$ cat src/rtl/param_systolic_array.sv
// Weight-stationary systolic matrix-vector engine: y_c = sum_r w[r][c]*x_r.
// Inputs are skewed by row, x/valid travel right, partial sums travel down.
module param_systolic_array #(
  parameter int ROWS = 5,
  parameter int COLS = 5,
  parameter int DW   = 8,
  parameter int AW   = 16,
  parameter int SAT  = 0,
  localparam int NPE = ROWS * COLS,
  localparam int WAW = (NPE > 1) ? $clog2(NPE) : 1
) (
  input  logic                 clk,
  input  logic                 clear_n,
  input  logic                 w_valid,
  output logic                 w_ready,
  input  logic [WAW-1:0]       w_addr,
  input  logic [DW-1:0]        w_data,
  input  logic                 in_valid,
  output logic                 in_ready,
  input  logic                 in_last,
  input  logic [ROWS*DW-1:0]   in_data,
  output logic [COLS-1:0]      out_valid,
  output logic [COLS*AW-1:0]   out_data,
  output logic                 busy
);

  // Handshakes: a transfer happens on a rising edge where valid and ready are
  // both high; valid never depends on ready, ready depends only on state.
  typedef enum logic [1:0] {
    IDLE  = 2'd0,
    RUN   = 2'd1,
    DRAIN = 2'd2
  } state_t;

  localparam int CW         = $clog2(ROWS + COLS + 1);
  localparam int DRAIN_LAST = ROWS + COLS - 2;

  state_t             state;
  state_t             state_nxt;
  logic [CW-1:0]      drain_cnt;
  logic               beat_acc;
  logic               w_acc;
  logic               w_hit;
  logic               beat_tag;
  logic [WAW-1:0]     old_addr;
  logic [DW-1:0]      old_data;
  logic [DW-1:0]      wgt_rd;
  logic [NPE*DW-1:0]  rd_terms;
  logic [DW-1:0]      row_x [ROWS];
  logic               row_v [ROWS];
  logic               row_t [ROWS];

  assign beat_acc = in_valid && in_ready;
  assign w_acc    = w_valid && w_ready;
  assign w_hit    = w_acc && (int'(w_addr) < NPE);
  // A beat taking the same IDLE edge as a weight write must still see the old weight.
  assign beat_tag = beat_acc && w_hit;

  // ---------------------------------------------------------------- FSM
  always_ff @(posedge clk or negedge clear_n) begin
    if (!clear_n) state <= IDLE;
    else          state <= state_nxt;
  end

  always_comb begin
    state_nxt = state;
    case (state)
      IDLE, RUN: if (beat_acc) state_nxt = in_last ? DRAIN : RUN;
      DRAIN:     if (drain_cnt == CW'(DRAIN_LAST)) state_nxt = IDLE;
      default:   state_nxt = IDLE;
    endcase
  end

  always_comb begin
    w_ready  = (state == IDLE);
    in_ready = (state != DRAIN);
    busy     = (state != IDLE);
  end

  always_ff @(posedge clk or negedge clear_n) begin
    if (!clear_n)                                  drain_cnt <= '0;
    else if (state == DRAIN && state_nxt == DRAIN) drain_cnt <= drain_cnt + 1'b1;
    else                                           drain_cnt <= '0;
  end

  // ---------------------------------------------------------------- old-weight capture
  always_comb begin
    wgt_rd = '0;
    for (int i = 0; i < NPE; i++) wgt_rd = wgt_rd | rd_terms[i*DW +: DW];
  end

  always_ff @(posedge clk or negedge clear_n) begin
    if (!clear_n) begin
      old_addr <= '0;
      old_data <= '0;
    end else if (beat_tag) begin
      old_addr <= w_addr;
      old_data <= wgt_rd;
    end
  end

  // ---------------------------------------------------------------- input skew
  for (genvar r = 0; r < ROWS; r++) begin : g_skew
    logic [DW-1:0] x_in;
    logic          v_in;
    logic          t_in;

    assign x_in = beat_acc ? in_data[r*DW +: DW] : '0;
    assign v_in = beat_acc;
    assign t_in = beat_tag;

    if (r == 0) begin : g_dly
      assign row_x[r] = x_in;
      assign row_v[r] = v_in;
      assign row_t[r] = t_in;
    end else begin : g_dly
      logic [DW-1:0] sx [r];
      logic          sv [r];
      logic          st [r];

      always_ff @(posedge clk or negedge clear_n) begin
        if (!clear_n) begin
          for (int k = 0; k < r; k++) begin
            sx[k] <= '0;
            sv[k] <= 1'b0;
            st[k] <= 1'b0;
          end
        end else begin
          sx[0] <= x_in;
          sv[0] <= v_in;
          st[0] <= t_in;
          for (int k = 1; k < r; k++) begin
            sx[k] <= sx[k-1];
            sv[k] <= sv[k-1];
            st[k] <= st[k-1];
          end
        end
      end

      assign row_x[r] = sx[r-1];
      assign row_v[r] = sv[r-1];
      assign row_t[r] = st[r-1];
    end
  end

  // ---------------------------------------------------------------- PE grid
  for (genvar r = 0; r < ROWS; r++) begin : g_row
    for (genvar c = 0; c < COLS; c++) begin : g_col
      localparam int IDX = r * COLS + c;

      logic [DW-1:0]   w_q;
      logic [DW-1:0]   w_use;
      logic [DW-1:0]   x_i;
      logic            v_i;
      logic            t_i;
      logic [AW-1:0]   s_i;
      logic [AW-1:0]   s_q;
      logic [AW-1:0]   s_nxt;
      logic [2*DW-1:0] prod;
      logic [AW:0]     sum;

      if (c == 0) begin : g_src
        assign x_i = row_x[r];
        assign v_i = row_v[r];
        assign t_i = row_t[r];
      end else begin : g_src
        assign x_i = g_row[r].g_col[c-1].g_fwd.x_q;
        assign v_i = g_row[r].g_col[c-1].g_vld.v_q;
        assign t_i = g_row[r].g_col[c-1].g_fwd.t_q;
      end

      if (r == 0) begin : g_up
        assign s_i = '0;
      end else begin : g_up
        assign s_i = g_row[r-1].g_col[c].s_q;
      end

      assign w_use = (t_i && old_addr == WAW'(IDX)) ? old_data : w_q;
      assign prod  = w_use * x_i;
      // Products are assumed to fit in AW bits (AW >= 2*DW).
      assign sum   = {1'b0, s_i} + (AW+1)'(prod);
      assign s_nxt = (SAT != 0 && sum[AW]) ? {AW{1'b1}} : sum[AW-1:0];

      assign rd_terms[IDX*DW +: DW] = (w_addr == WAW'(IDX)) ? w_q : '0;

      always_ff @(posedge clk or negedge clear_n) begin
        if (!clear_n) begin
          w_q <= DW'(r + 1);
          s_q <= '0;
        end else begin
          if (w_hit && w_addr == WAW'(IDX)) w_q <= w_data;
          s_q <= s_nxt;
        end
      end

      if (c < COLS - 1) begin : g_fwd
        logic [DW-1:0] x_q;
        logic          t_q;
        always_ff @(posedge clk or negedge clear_n) begin
          if (!clear_n) begin
            x_q <= '0;
            t_q <= 1'b0;
          end else begin
            x_q <= x_i;
            t_q <= t_i;
          end
        end
      end

      if (c < COLS - 1 || r == ROWS - 1) begin : g_vld
        logic v_q;
        always_ff @(posedge clk or negedge clear_n) begin
          if (!clear_n) v_q <= 1'b0;
          else          v_q <= v_i;
        end
      end

      if (r == ROWS - 1) begin : g_out
        assign out_valid[c]          = g_vld.v_q;
        assign out_data[c*AW +: AW]  = s_q;
      end
    end
  end

endmodule

$ cat config.mk
export PLATFORM = sky130hd
export DESIGN_NAME = param_systolic_array
export DESIGN_NICKNAME = d
export VERILOG_FILES = /design/src/rtl/param_systolic_array.sv
export SDC_FILE = /design/constraint.sdc
export NUM_CORES = 2
export LEC_CHECK = 0
export CORE_AREA = 2 2 509 511
export CTS_CLUSTER_DIAMETER = 60
export DETAILED_ROUTE_END_ITERATION = 10
export DIE_AREA = 0 0 511 513
export GPL_ROUTABILITY_DRIVEN = 0
export GPL_TIMING_DRIVEN = 0
export SLEW_MARGIN = 10
export SYNTH_ARGS = -nofsm -noshare
export SYNTH_HDL_FRONTEND = slang
export SYNTH_SLANG_ARGS = --single-unit
$ cat constraint.sdc
create_clock -name clk -period 7.47 [get_ports clk]
set_clock_uncertainty 0.15 [all_clocks]
set_input_delay 1.494 -clock clk [delete_from_list [all_inputs] [get_ports clk]]
set_output_delay 1.494 -clock clk [all_outputs]
set_load 0.01 [all_outputs]
==> results_dict.tcl <==
set metrics [dict create \
    dr_total_vias 62200 \
    power.density_nw_per_um2 256 \
    criticalPathCategory "input pin to register" \
    setup_slack_ps 125 \
    stdcell_count 12900 \
    cp.depth 23 \
    ff2ff_path_depth 18 \
    insertion_delay_ps 810 \
    path_max_fanout 9 \
    die-area_sq_um 262000 \
    synth_compound_area_share_pct 5.09 \
    yosysSeqAreaShare_pct 24.5 \
    drc 2 \
    critPathTopFamily "adder cells" \
    postSynthCellCount 9080 \
    clkSlewWorstSetupHoldPaths_ps 60 \
    yosys_warnings 0 \
    synth_cell_types 87 \
    ant_nets 0 \
    hold_violations 0 \
    synth_adder_area_share_pct 38.7 \
    hold_buffers 0 \
    std_cell_rows 186 \
    start_kind "input pin" \
    fin_total_pwr_mw 25.5 \
    synthMuxAreaShare_pct 5.22 \
    postSynthAreaPerCell_sq_um 9.86 \
    seq_area_sq_um 22000 \
    required_ps 7990 \
    vias_per_cell 4.83 \
    synth_top_family_by_area "adder cells" \
    grt.total_usage_pct 17.7 \
    placed_cells 12600 \
    gr-total-overflow 0 \
    synth_simple_gate_area_share_pct 13.7 \
    grt_pass1_wl_microns 368000 \
    numCtsBuffers 121 \
    netlist_area_sq_um 89500 \
    min_path_type "register to register" \
    layout-drive-gt1-share_pct 7.70 \
    nets 11500 \
    tightest_slew_ps 1330 \
    io_buffers 143 \
    nFillCells 25100 \
    cts-root-buf "clkbuf_16" \
    hold_ws_ps 192 \
    cp_data_arrival_time_ps 7870 \
    maxSlewViolCount 0 \
    grt_pass1_vias 66100 \
    ctsLongestPathBuffers 3 \
    p_leak_nw 51.3 \
    fin_crit_ps 7340 \
    ys.flop_type "dfrtp_1" \
    status "finished, violations left" \
    synthXorXnorAreaFrac_pct 2.66 \
    slew_headroom_pct 8.89 \
    crit_path_end_kind "register" \
    cts-htree-levels 3 \
    hold_depth 0 \
    critPathSlowestCell "clkdlybuf4s50_1" \
    max_freq_mhz 136 \
    drt_wl_total_microns 227000 \
    syn_nets 11200 \
    grt_max_degree 113 \
    die_h_microns 513 \
    worstPathCellList "clkdlybuf4s50_1 > nor3_1 > o21a_2 > nand2_2 > inv_2 > and3_4 > buf_12 > mux2i_4 > nand2b_1 > fa_1 > fa_1 > inv_1 > fa_1 > inv_1 > fa_1 > inv_1 > ha_1 > o21a_1 > o31a_1 > o31a_1 > o211a_1 > o41ai_1 > xnor2_1" \
    setup_viol_count_final 0 \
    path_buf_inv 6 \
    antenna_found_initial 20 \
    dp_slack_ps -1150 \
    worst_path_most_repeated_cell "fa_1" \
    die_w_microns 511 \
    multi_input_area_sq_um 58500 \
    fp.coreArea_sq_um 256000 \
    cts_tree "done" \
    synth-edff-count 0 \
    violations "design-rule violations" \
    fin_crit_sh_pct 98.3 \
    irDropWorstVdd_v 0.000214 \
    async_flop_share_pct 100 \
    cap_violations 0 \
    drtIter0Drc 4386 \
    setup_tns_ps 0 \
    rsz0062_at_grt "false" \
    initial_core_util_pct 34.9 \
    dr.pass1.iters 11 \
    dp_hpwl_microns 186000 \
    wire_per_inst_microns 17.7 \
    ioPinCount 146 \
    cts_num_sinks 876 \
    max_stage_delay_ps 530 \
    r2r_setup_slack_ps 400 \
    synth-seq-cells 876 \
    syn2layout_area_growth_pct 11.5 \
]
==> worst reg2reg max path: cells and delay by family (launching register included) <==
kind / cells / cell delay (ps)
compound gates: 5 / 1320
xor+xnor: 1 / 160
buf+inv: 5 / 1810
fa+ha+maj: 5 / 2240
simple gates: 1 / 320
mux: 1 / 570
flops: 1 / 330
==> metrics by stage <==
step	cell area (sq um)	utilization [%]
3_3_place_gp	95200	37.2
4_1_cts	99700	38.9
6_report	99800	39.0
5_1_grt	99800	39.0
2_1_floorplan	89500	-
3_5_place_dp	95400	37.3
==> where the power goes <==
group          switching (mW)  total [mW]  leakage [nW]  internal (mW)
sequential               1.31        7.40          11.5           6.10
combinational            7.11        12.1          37.8           4.98
clock                    2.39        6.03          2.07           3.64
total                    10.8        25.5          51.3           14.7
==> path summary, 6_finish.rpt <==
| kind | start | endpoint |
|---|---|---|
| max in group asynchronous | clear_n | g_row[1].g_col[0].g_fwd.x_q[4] |
| worst min register to register | g_skew[4].g_dly.sx[29] | g_skew[4].g_dly.sx[21] |
| min in group asynchronous | clear_n | g_row[3].g_col[1].s_q[0] |
| worst min-delay path | g_skew[4].g_dly.sx[29] | g_skew[4].g_dly.sx[21] |
| worst max register to register | old_data[0] | g_row[3].g_col[2].s_q[15] |
| worst max-delay path | w_addr[2] | g_row[0].g_col[0].s_q[15] |
==> cell families (layout without fill, tap and decap cells) <==
kind of cell             Yosys count  count (layout)
other                              0               5
buffers and inverters           2382            2772
AO/OA/AOI/OAI                    650             650
adder cells (fa/ha/maj)         2062            2062
multiplexers                     410             410
XOR/XNOR                         272             272
AND/OR/NAND/NOR                 2428            2428
flip-flops                       876             876
==> area by class of cell <==
type,count,share of cell area [%]
Multi-Input combinational cell,5822,58.6
Sequential cell,876,22.0
Inverter,2265,8.52
Tap cell,3384,4.24
Clock buffer,155,3.34
Timing Repair Buffer,163,1.82
Clock inverter,72,0.916
Buffer,117,0.555
Antenna cell,5,0.0125
==> timing repair <==
item / 4_1_cts / 5_1_grt
gates resized for setup: 1 / 1
endpoints found under the setup margin: 2 / 1
setup buffers: 2 / 9
==> synthesized netlist by cell type, types with 47 or more instances <==
cell type	instances	area share, %
and3_1	47	0.33
dfrtp_1	841	24
a21oi_1	106	0.59
inv_1	2264	9.5
fa_1	1180	26
nand2_1	861	3.6
a211oi_1	53	0.44
xor2_1	50	0.49
nand2b_1	105	0.73
and2_1	600	4.2
nor3_1	93	0.52
o21ai_0	140	0.78
nand3_1	48	0.27
clkbuf_1	51	0.21
nor2b_1	202	1.4
nor2_1	324	1.4
o21a_1	76	0.64
ha_1	882	12
xnor2_1	222	2.2
mux2_2	366	4.6
==> registers in the layout, indices dropped and copies added, names as in the netlist, 4 cells and up <==
signal / flops
g_row.g_col.x_i: 32
g_row.g_col.g_fwd.t_q: 8
g_row.g_col.g_vld.v_q: 5
g_row.g_col.s_q: 400
g_row.g_col.w_q: 200
old_addr: 5
drain_cnt: 4
g_skew.g_dly.sx: 48
g_row.g_col.g_fwd.x_q: 160
old_data: 8
==> per-layer routing <==
layer	share of wire [%]	up-vias	global-route usage, %
li1	-	28400	-
met2	46	1662	29.2
met4	4.1	4	6.36
met5	0.023	-	0
met3	6.0	499	3.13
met1	44	31600	23.1
==> layout by cell type, fill, tap and decap left out, types with 16 or more instances in the layout <==
cell type	instances
and2_1	600
nand2b_1	105
or3_1	38
a211oi_1	53
a32oi_1	21
nand2_1	861
buf_1	27
ha_1	882
mux2_2	366
clkbuf_8	16
clkdlybuf4s50_1	140
o31a_1	40
a21oi_1	106
clkinv_2	17
and3_1	47
dfstp_2	35
a21o_1	27
inv_1	2264
o21a_1	76
inv_6	16
clkbuf_1	68
fa_1	1180
nand4_1	18
o21ai_0	140
clkbuf_16	122
xnor2_1	222
nor2b_1	202
dfrtp_1	841
nand3_1	48
nor2_1	324
mux2i_1	34
buf_2	25
a22oi_1	44
xor2_1	50
nor3_1	93
No activity file was read; power rests on OpenSTA's default activity.
